[src/rtl/signal_pkg.sv]
// signal_pkg: phase encoding and phase-counter width shared by the signal controller
package signal_pkg;
    typedef enum logic [1:0] {PH_ALLRED = 2'd0, PH_GREEN = 2'd1, PH_YELLOW = 2'd2} phase_t;
    function automatic int cnt_width(input int g, input int y, input int a);
        int m;
        m = (g > y) ? g : y;
        m = (m > a) ? m : a;
        return (m > 1) ? $clog2(m) : 1;
    endfunction
endpackage

[src/rtl/rr_next_dir.sv]
// rr_next_dir: first set req bit searching cyclically from cur+1 (cur last); ports req, cur -> nxt, defaults to cur+1
module rr_next_dir #(
    parameter int NUM_DIR = 4
) (
    input  logic [NUM_DIR-1:0]         req,
    input  logic [$clog2(NUM_DIR)-1:0] cur,
    output logic [$clog2(NUM_DIR)-1:0] nxt
);
    localparam int W = $clog2(NUM_DIR);
    logic [W-1:0] idx;
    always_comb begin
        nxt = W'((int'(cur) + 1) % NUM_DIR);
        idx = '0;
        for (int k = NUM_DIR; k >= 1; k--) begin
            idx = W'((int'(cur) + k) % NUM_DIR);
            nxt = req[idx] ? idx : nxt;
        end
    end
endmodule

[src/rtl/multiway_signal_ctrl.sv]
// multiway_signal_ctrl: ALLRED->GREEN->YELLOW signal sequencer; ports clk, reset, en, req -> red/yellow/green lamps, active_dir, phase
module multiway_signal_ctrl
    import signal_pkg::*;
#(
    parameter int NUM_DIR       = 4,
    parameter int GREEN_CYC     = 50,
    parameter int YELLOW_CYC    = 10,
    parameter int ALLRED_CYC    = 2,
    parameter int REST_ON_GREEN = 0
) (
    input  logic                       clk,
    input  logic                       reset,
    input  logic                       en,
    input  logic [NUM_DIR-1:0]         req,
    output logic [NUM_DIR-1:0]         red,
    output logic [NUM_DIR-1:0]         yellow,
    output logic [NUM_DIR-1:0]         green,
    output logic [$clog2(NUM_DIR)-1:0] active_dir,
    output logic [1:0]                 phase
);
    localparam int DW = $clog2(NUM_DIR);
    localparam int CW = cnt_width(GREEN_CYC, YELLOW_CYC, ALLRED_CYC);
    phase_t ph;
    logic [CW-1:0] cnt;
    logic [DW-1:0] nxt;
    logic [NUM_DIR-1:0] own, nxt_oh;
    logic hold;
    assign own    = NUM_DIR'(1) << active_dir;
    assign nxt_oh = NUM_DIR'(1) << nxt;
    assign phase  = ph;
    // green rests only when no other approach is waiting
    assign hold   = (REST_ON_GREEN != 0) && ((req & ~own) == '0);
    rr_next_dir #(.NUM_DIR(NUM_DIR)) u_rr (.req(req), .cur(active_dir), .nxt(nxt));
    always_ff @(posedge clk or posedge reset) begin
        if (reset) begin
            ph         <= PH_ALLRED;
            cnt        <= CW'(ALLRED_CYC - 1);
            active_dir <= DW'(NUM_DIR - 1);
            red        <= '1;
            yellow     <= '0;
            green      <= '0;
        end else if (en) begin
            if (cnt != '0) cnt <= cnt - CW'(1);
            else if (ph == PH_ALLRED) begin
                ph         <= PH_GREEN;
                cnt        <= CW'(GREEN_CYC - 1);
                active_dir <= nxt;
                red        <= ~nxt_oh;
                green      <= nxt_oh;
            end else if (ph == PH_GREEN && hold) cnt <= CW'(GREEN_CYC - 1);
            else if (ph == PH_GREEN) begin
                ph     <= PH_YELLOW;
                cnt    <= CW'(YELLOW_CYC - 1);
                green  <= '0;
                yellow <= own;
            end else begin
                ph     <= PH_ALLRED;
                cnt    <= CW'(ALLRED_CYC - 1);
                yellow <= '0;
                red    <= '1;
            end
        end
    end
endmodule

[config.mk]
export PLATFORM = sky130hd
export DESIGN_NAME = multiway_signal_ctrl
export DESIGN_NICKNAME = d
export VERILOG_FILES = /design/src/rtl/signal_pkg.sv /design/src/rtl/rr_next_dir.sv /design/src/rtl/multiway_signal_ctrl.sv
export SDC_FILE = /design/constraint.sdc
export NUM_CORES = 1
export LEC_CHECK = 0
export ABC_AREA = 0
export BUFFER_PORTS_ARGS = -buffer_cell sky130_fd_sc_hd__buf_2
export CORE_AREA = 2 2 58 60
export CTS_CLUSTER_DIAMETER = 60
export DETAILED_ROUTE_END_ITERATION = 6
export DIE_AREA = 0 0 60 62
export GPL_ROUTABILITY_DRIVEN = 0
export PLACE_DENSITY = 0.68
export SYNTH_ARGS = -nofsm -noshare
export SYNTH_HDL_FRONTEND = slang
export SYNTH_SLANG_ARGS = --single-unit
[constraint.sdc]
create_clock -name clk -period 6.4 [get_ports clk]
set_input_delay 0.32 -clock clk [delete_from_list [all_inputs] [get_ports clk]]
set_output_delay 0.32 -clock clk [all_outputs]
set_load 0.01 [all_outputs]
==> results.toml <==
[outcome]
status = "complete, no violations"

[drt]
final_antenna_net_count = 0
drc = 0
dr.pass1.iters = 4
routed-via-count = 1265
wl_per_cell_um = 14.9
vias_per_cell = 5.88
drtIter0Drc = 66
drt_wl_total_mm = 3.21

[cells_and_area]
mostFrequentLayoutCells = "buf_2 (22), nand2_1 (17), dfrtp_1 (15), nor2_1 (12), o21ai_0 (12)"
nNetsFinal = 183
instances_no_fill = 215
final_common_cell = "buf_2"
diodes = 0
final_cell_area_um2 = 1620
syn_to_final_growth_pct = 12.5
final_layout_size_suffix_gt1_share_pct = 23.7
num-fill-cells = 302
utilization_pct = 50.8

[place]
portBuffers = 22
pre_cts_slack_ps = 3840
dp.cells = 211
hpwl_mm = 2.35
dpl-instance-area_um2 = 1560

[sta]
fin_tns_setup_ps = 0
final.min_clock_period_ps = 2590
finClkSkew_ps = 12.7
slew_viol_final = 0
whs_ps = 143
fmax_mhz = 386
rsz0062_at_grt = "no"
final_hold_viol_count = 0
worstMarginPinSlew_ps = 834
min_period_over_period_pct = 40.5
max_slew_margin_pct = 44.3
fin_ws_ps = 3810
setup_violations = 0

[critical_path]
worstReg2RegEnd = "red[3]"
startpoint = "active_dir[0]"
r2r_start = "active_dir[0]"
rr_worst_depth = 6
worstSetupEndpointType = "flop"
crit_fanout = 14
startpoint_type = "flop"
reg2reg_setup_slack_ps = 3810
path_class = "flop to flop"
critical_path_arrival_ps = 2810
cp.required_ps = 6620

[cts]
cts_resized = 0
clockBufferDepth = 2
post_cts_buffers = 0
clock-sinks = 22
clockRootBuffer = "clkbuf_4"
cts_max_level = 1
insertion_delay_ps = 320
postCtsHoldBufs = 0
cts_tree = "built"
cts.clk_slew.worst_paths_ps = 130
cts_buffers = 3

[synth]
synth_edf_count = 0
async_reset_ff_share_pct = 100
synth_fp_nets = 164
syn_avg_cell_area_um2 = 9.51
synth_top_family_by_area = "compound AO/OA/AOI/OAI gates"
synthFlopType = "dfrtp_1"
ys_warn_count = 0
synth-compound-area-share_pct = 23.0
synthCells = 151
synth_top_area_share_pct = 26.1
muxShareOfSynthArea_pct = 6.97
yosysSeqAreaShare_pct = 38.9
synth-xor-area-share_pct = 1.22
ys_types = 45
synthAdderAreaFrac_pct = 5.23
synth_top_area_cell = "dfrtp_1"
synthTopCellsByArea = "dfrtp_1 (26%), dfstp_2 (13%), ha_1 (5.2%)"
yosys.area_share.simple_pct = 20.2
syn_area_um2 = 1440
ys_seq_elements = 22

[pwr]
power_density_nw_per_um2 = 451
totalPowerFinal_mw = 0.728
leakagePower_nw = 0.678
irDropWorstVdd_mv = 0.242

[global_route]
antenna_found_initial = 0
grt_overflow = 0
grt_use_total_pct = 19.1
grt_max_degree = 23
grt_pass1_wl_mm = 5.35
grt_pass1_vias = 1139

[floorplanning]
io_pins = 23
initial_core_util_pct = 45.2
dieHeight_um = 62
dieArea_um2 = 3720
rows = 21
coreArea_um2 = 3180
dieWidth_um = 60

[run]
maxCapViolations = 0

[min_path]
hp-class = "input pin to async pin"
flip-flops by register name, indices dropped and copies added, names as in the netlist:
signal,flops
red,4
phase,2
cnt,6
green,4
yellow,4
active_dir,2
layer usage:
metal,share of wire (%),track usage (%)
met4,0.40,2.54
met5,0,0
met2,50,30.9
met3,5.1,5.38
met1,44,26.3
how the worst max path moves through the flow:
stage,end,slack (ps),cells past startpoint
floorplan,red[1],4040,8
global placement,red[1],3970,6
detailed placement,red[3],3840,6
CTS,red[3],3800,6
global route,red[3],3590,6
finish,red[3],3810,6
logic make-up after synthesis:
family / count (synthesis)
AO/OA/AOI/OAI: 45
XOR/XNOR: 2
adder cells (fa/ha/maj): 6
buffers and inverters: 14
flip-flops: 22
multiplexers: 6
AND/OR/NAND/NOR: 56
Yosys cell counts, drive strengths merged (4+ instances only):
master	number
a221oi	4
a31oi	5
clkbuf	5
dfrtp	15
dfstp	7
ha	6
inv	6
nand2	17
nand2b	4
nor2	12
nor2b	5
nor3	6
o21ai	12
o221ai	5
critical path, stage by stage (launching register included):
cell	delay [ps]
dfstp_2	710
inv_1	140
ha_1	420
or4b_1	530
o211ai_1	140
a31oi_1	220
a221oi_1	320
report_power, final:
group          switching (mW)  total (mW)  internal [mW]  leakage (nW)
Clock                  0.0445       0.108         0.0634        0.0279
Combinational           0.185       0.337          0.152         0.401
Sequential             0.0764       0.283          0.207         0.250
Total                   0.305       0.728          0.422         0.678
final cells by class:
cell class	count	area [um2]	share of cell area [%]
flip-flops and latches	22	559	34.6
inverters	6	22.5	1.39
well taps	46	57.6	3.56
clock buffers	3	22.5	1.39
clock inverters	1	30.0	1.86
multi-input cells	115	813	50.3
repair buffers	22	110	6.82
No activity file was read; power rests on OpenSTA's default activity.
